==> src/rtl/mq_pkg.sv <==
// Shared constants, flush state encoding and the BYTEOUT step used by the MQ byte-output engine.
package mq_pkg;

    localparam int unsigned C_W = 28;

    localparam logic [C_W-1:0] MASK27 = 28'h7FF_FFFF;
    localparam logic [C_W-1:0] MASK20 = 28'h00F_FFFF;
    localparam logic [C_W-1:0] MASK19 = 28'h007_FFFF;

    localparam logic [3:0] CT_STUFF = 4'd7;
    localparam logic [3:0] CT_PLAIN = 4'd8;

    typedef enum logic [2:0] {
        ST_IDLE,
        ST_FS1,
        ST_FB1,
        ST_FS2,
        ST_FB2,
        ST_FLAST
    } flush_state_t;

    typedef struct packed {
        logic [7:0]     b;
        logic [C_W-1:0] c;
        logic [3:0]     ct;
        logic [7:0]     emit;
    } bo_res_t;

    // One BYTEOUT step: next held byte, next C/CT, and the byte that leaves B.
    function automatic bo_res_t byteout(input logic [7:0] b, input logic [C_W-1:0] c);
        bo_res_t        r;
        logic [7:0]     inc;
        logic [C_W-1:0] cm;
        inc    = b + 8'd1;
        cm     = c & MASK27;
        r.emit = b;
        r.b    = c[26:19];
        r.c    = c & MASK19;
        r.ct   = CT_PLAIN;
        if (b == 8'hFF) begin
            r.b  = c[27:20];
            r.c  = c & MASK20;
            r.ct = CT_STUFF;
        end else if (c[27]) begin
            // Carry into B; a carry that produces 0xFF forces a stuffed byte next.
            r.emit = inc;
            if (inc == 8'hFF) begin
                r.b  = cm[27:20];
                r.c  = cm & MASK20;
                r.ct = CT_STUFF;
            end
        end
        return r;
    endfunction

endpackage

==> src/rtl/mq_byte_reg.sv <==
// Single-entry valid/ready output register with a handshake counter.
module mq_byte_reg
#(
    parameter int unsigned CNTW = 16
) (
    input  logic            clk,
    input  logic            rst,
    input  logic            clr,
    input  logic            load,
    input  logic [7:0]      load_data,
    input  logic            byte_ready,
    output logic            byte_valid,
    output logic [7:0]      byte_data,
    output logic [CNTW-1:0] byte_cnt,
    output logic            free
);

    assign free = !byte_valid || byte_ready;

    always_ff @(posedge clk) begin
        if (rst || clr) begin
            byte_valid <= 1'b0;
            byte_data  <= '0;
            byte_cnt   <= '0;
        end else begin
            if (byte_valid && byte_ready) begin
                byte_cnt <= byte_cnt + 1'b1;
            end
            if (load) begin
                byte_valid <= 1'b1;
                byte_data  <= load_data;
            end else if (byte_valid && byte_ready) begin
                byte_valid <= 1'b0;
            end
        end
    end

endmodule

==> src/rtl/mq_byteout.sv <==
// MQ encoder BYTEOUT/FLUSH engine: carry propagation into B, bit stuffing, byte emission.
module mq_byteout
    import mq_pkg::*;
#(
    parameter int unsigned CW   = 28,
    parameter int unsigned CNTW = 16
) (
    input  logic            clk,
    input  logic            rst,
    input  logic            init,
    input  logic            bo_req,
    input  logic            flush_req,
    input  logic [CW-1:0]   c_in,
    input  logic [3:0]      ct_in,
    output logic            bo_ready,
    output logic            bo_done,
    output logic [CW-1:0]   c_out,
    output logic [3:0]      ct_out,
    output logic            byte_valid,
    output logic [7:0]      byte_data,
    input  logic            byte_ready,
    output logic [CNTW-1:0] byte_cnt,
    output logic            flush_done
);

    flush_state_t  state;
    logic [7:0]    b;
    logic          first;
    logic [CW-1:0] c_reg;
    logic [3:0]    ct_reg;
    logic          out_free;
    logic          load;
    logic [7:0]    load_data;
    bo_res_t       res;

    assign bo_ready = (state == ST_IDLE) && out_free;

    always_comb begin
        res       = byteout(b, (state == ST_IDLE) ? c_in : c_reg);
        load      = 1'b0;
        load_data = res.emit;
        case (state)
            ST_IDLE:        load = bo_req && out_free && !first;
            ST_FB1, ST_FB2: load = out_free && !first;
            ST_FLAST: begin
                load      = out_free && (b != 8'hFF);
                load_data = b;
            end
            default:        load = 1'b0;
        endcase
        if (init) begin
            load = 1'b0;
        end
    end

    always_ff @(posedge clk) begin
        bo_done    <= 1'b0;
        flush_done <= 1'b0;
        if (rst) begin
            state  <= ST_IDLE;
            b      <= '0;
            first  <= 1'b1;
            c_reg  <= '0;
            ct_reg <= '0;
            c_out  <= '0;
            ct_out <= '0;
        end else if (init) begin
            state <= ST_IDLE;
            b     <= '0;
            first <= 1'b1;
        end else begin
            case (state)
                ST_IDLE: begin
                    if (bo_ready && bo_req) begin
                        b       <= res.b;
                        c_out   <= res.c;
                        ct_out  <= res.ct;
                        first   <= 1'b0;
                        bo_done <= 1'b1;
                    end else if (bo_ready && flush_req) begin
                        c_reg  <= c_in;
                        ct_reg <= ct_in;
                        state  <= ST_FS1;
                    end
                end
                ST_FS1, ST_FS2: begin
                    c_reg <= c_reg << ct_reg;
                    state <= (state == ST_FS1) ? ST_FB1 : ST_FB2;
                end
                ST_FB1, ST_FB2: begin
                    if (out_free) begin
                        b      <= res.b;
                        c_reg  <= res.c;
                        ct_reg <= res.ct;
                        first  <= 1'b0;
                        state  <= (state == ST_FB1) ? ST_FS2 : ST_FLAST;
                    end
                end
                ST_FLAST: begin
                    // A trailing 0xFF is dropped, so it never waits on the output register.
                    if (out_free || (b == 8'hFF)) begin
                        b          <= '0;
                        first      <= 1'b1;
                        flush_done <= 1'b1;
                        state      <= ST_IDLE;
                    end
                end
                default: state <= ST_IDLE;
            endcase
        end
    end

    mq_byte_reg #(
        .CNTW (CNTW)
    ) u_byte_reg (
        .clk        (clk),
        .rst        (rst),
        .clr        (init),
        .load       (load),
        .load_data  (load_data),
        .byte_ready (byte_ready),
        .byte_valid (byte_valid),
        .byte_data  (byte_data),
        .byte_cnt   (byte_cnt),
        .free       (out_free)
    );

endmodule

==> config.mk <==
export PLATFORM = sky130hd
export DESIGN_NAME = mq_byteout
export DESIGN_NICKNAME = d
export VERILOG_FILES = /design/src/rtl/mq_pkg.sv /design/src/rtl/mq_byte_reg.sv /design/src/rtl/mq_byteout.sv
export SDC_FILE = /design/constraint.sdc
export NUM_CORES = 1
export LEC_CHECK = 0
export ABC_AREA = 1
export BUFFER_PORTS_ARGS = -buffer_cell sky130_fd_sc_hd__buf_2
export CAP_MARGIN = 20
export CORE_ASPECT_RATIO = 0.5
export CORE_MARGIN = 2
export CORE_UTILIZATION = 50
export DETAILED_ROUTE_END_ITERATION = 8
export PLACE_DENSITY_LB_ADDON = 0.3
export SYNTH_ARGS = -nofsm -noshare
export SYNTH_HDL_FRONTEND = slang
export SYNTH_SLANG_ARGS = --single-unit
==> constraint.sdc <==
create_clock -name clk -period 1.5 [get_ports clk]
set_input_delay 0.225 -clock clk [delete_from_list [all_inputs] [get_ports clk]]
set_output_delay 0.225 -clock clk [all_outputs]
set_load 0.02 [all_outputs]
==> flow_summary.yaml <==
clocking:
  clockBufferDepth: 2
  root_buffer: "clkbuf_16"
  clk_latency_ns: 0.35
  cts_sinks: 93
  cts_buffers: 9
  hold_buffers: 0
  clk_pin_slew_ns: 0.07
  htreeDepth: 3
  cts_tree: "built"
timing:
  period_share_pct: 118.0
  final_max_slew_viol_count: 0
  rsz0062_at_grt: "yes"
  fin_crit_ns: 1.770
  hold_violations: 0
  setup_tns_ns: -9.135
  timing.fmax_mhz: 565.1
  fin_skew_ns: 0.007529
  max-slew-margin-rel_pct: 61.47
  worst_pin_slew_ns: 0.5773
  setup_slack_ns: -0.2696
  finalSetupViolations: 76
  whs_ns: 0.1144
drt:
  post_drt_via_cell_ratio: 5.931
  drtIter0Drc: 1069
  drc: 0
  wl_um: 22450
  drtPass1Iterations: 7
  ant_nets: 0
  wl_per_cell_um: 17.54
  via_count: 7592
global_routing:
  grt_pass1_vias: 6287
  grt_start_max_net_pins: 38
  grt_pass1_wl_um: 29910
  antenna_found_initial: 0
  overflow: 0
  grt_usage_pct: 29.77
layout:
  final_cell_mix: "223 x nand2_1, 103 x buf_4, 88 x buf_2"
  largest_register_ffs: 28
  fin_area_sq_um: 8782
  n_antenna_cell: 0
  area_growth_syn_to_layout_pct: 52.32
  drive_gt1_share_pct: 39.56
  final_common_cell: "nand2_1"
  final_core_util_pct: 79.02
  nets: 1171
  fin_cells: 1280
pwr:
  p_per_area_nw_per_um2: 825.3
  power_frac_seq_pct: 37.3
  p_leak_nw: 3.898
  ir_drop_uv: 600.8
  switchingPower_mw: 2.361
  p_total_mw: 7.248
  swShare_pct: 32.58
  power.internal_mw: 4.887
  pwr-share-clk_pct: 35.4
  combPwrFrac_pct: 27.3
outcome:
  status: "complete, but fails checks"
  failed_checks: "negative setup slack"
synthesis:
  netlist-cell-type-count: 39
  syn_inst: 934
  yosys_register_bits: 93
  ys_warn_count: 0
  synthesis.area_sq_um: 5766
  syn_avg_cell_area_sq_um: 6.173
  yosysSeqAreaShare_pct: 32.29
placed_design:
  gpl.final_weighted_congestion: 0.9218
  place_ws_ns: -0.2867
  dp_cells: 1224
  dp_hpwl_um: 12360
  numPortBuffers: 89
  placed_area_sq_um: 7058
worst_hold_path:
  hold_class: "in2reg"
floorplanning:
  die_w_um: 155.9
  die_area_sq_um: 12460
  initial_core_util_pct: 51.87
  design.portCount: 98
  fp.dieH_um: 79.93
  coreArea_sq_um: 11110
  core.rowCount: 27
worst_setup_path:
  path_class: "reg2reg"
  end_kind: "flip-flop"
  cp.required_ns: 1.77
  crit_fanout: 11
  worstPathArrival_ns: 2.04
  startpoint_type: "flip-flop"
run:
  drv_cap: 0
## worst max-delay path: stages (launching register included)
cell	delay [ns]
dfxtp_1	0.43
inv_1	0.16
buf_4	0.21
nand2_1	0.07
o21ai_0	0.12
nor2_1	0.36
a22oi_1	0.14
a21oi_1	0.20
## final cells by class
class / instances / area [sq um]
multi-input cells: 708 / 4126
fillers: 704 / 2332
flip-flops and latches: 93 / 1892
repair buffers: 232 / 1866
inverters: 83 / 357.8
clock buffers: 10 / 239.0
well taps: 145 / 181.4
clock inverters: 6 / 83.83
repair inverters: 3 / 36.28
## kinds of logic after synthesis
kind of cell	count (synthesis)	share of synthesized area [%]
fa+ha+maj	3	0.6511
other cells	1	0.06504
buf+inv	140	10.55
xor+xnor	7	1.063
flops	93	32.29
simple gates	411	29.77
mux	7	1.215
compound gates	272	24.39
## cells in the mapped netlist (all sizes together)
cell    number  area [sq um]
dfxtp       93          1862
o21bai       1         7.510
or2          3         18.77
buf         32         196.4
mux2i        7         70.07
nand3b       2         15.01
a31oi       12         75.07
nand4        5         31.28
clkbuf      25         95.09
nor3b        1         7.510
ha           3         37.54
nor4         2         12.51
o21ai      171         855.8
conb         1         3.750
nand3       53         280.3
nor3         6         41.29
a22oi        1         7.510
nor2        83         331.6
a21oi       77         385.4
o211ai       8         60.06
nand2      256         978.4
o21a         1         7.510
xor2         7         61.31
inv         83         316.5
a211oi       1         7.510
## path summary, 6_finish.rpt
kind                                        startpoint                     end  slack [ns]  cells past startpoint
worst min-delay path                               rst  ct_out[3]$_SDFFE_PP0P_        0.11                      2
worst max-delay path            ct_reg[1]$_SDFFE_PP0P_   c_reg[3]$_SDFFE_PP0P_       -0.27                      7
worst max register to register  ct_reg[1]$_SDFFE_PP0P_   c_reg[3]$_SDFFE_PP0P_       -0.27                      7
worst min register to register  ct_out[3]$_SDFFE_PP0P_  ct_out[3]$_SDFFE_PP0P_        0.48                      2
## routing by layer
metal | share of wire (%) | GRT usage [%] | wire length, um | up-vias
met5 | 0 | 0 | 0 | -
met1 | 40 | 39.67 | 8917 | 3495
li1 | - | - | - | 3465
met2 | 45 | 48.94 | 10100 | 512
met4 | 4.4 | 9.174 | 979 | 0
met3 | 11 | 6.026 | 2451 | 120
## what timing repair did
item / CTS / global route
pin swaps: 23 / 52
gates resized for setup: 151 / 207
gates cloned: 5 / 10
buffers inserted: 13 / 15
endpoints found under the setup margin: 75 / 83
## power groups by stage
| stage | clock network, mW | logic, mW | registers (mW) |
|---|---|---|---|
| after floorplan | 0 | 0.822 | 2.78 |
| after global placement | 0 | 1.39 | 2.72 |
| after detailed placement | 0 | 1.41 | 2.73 |
| after CTS | 2.55 | 1.59 | 2.68 |
| after global routing | 2.65 | 2.09 | 2.71 |
| final | 2.56 | 1.98 | 2.70 |
Power figures use the tool's default switching activity.
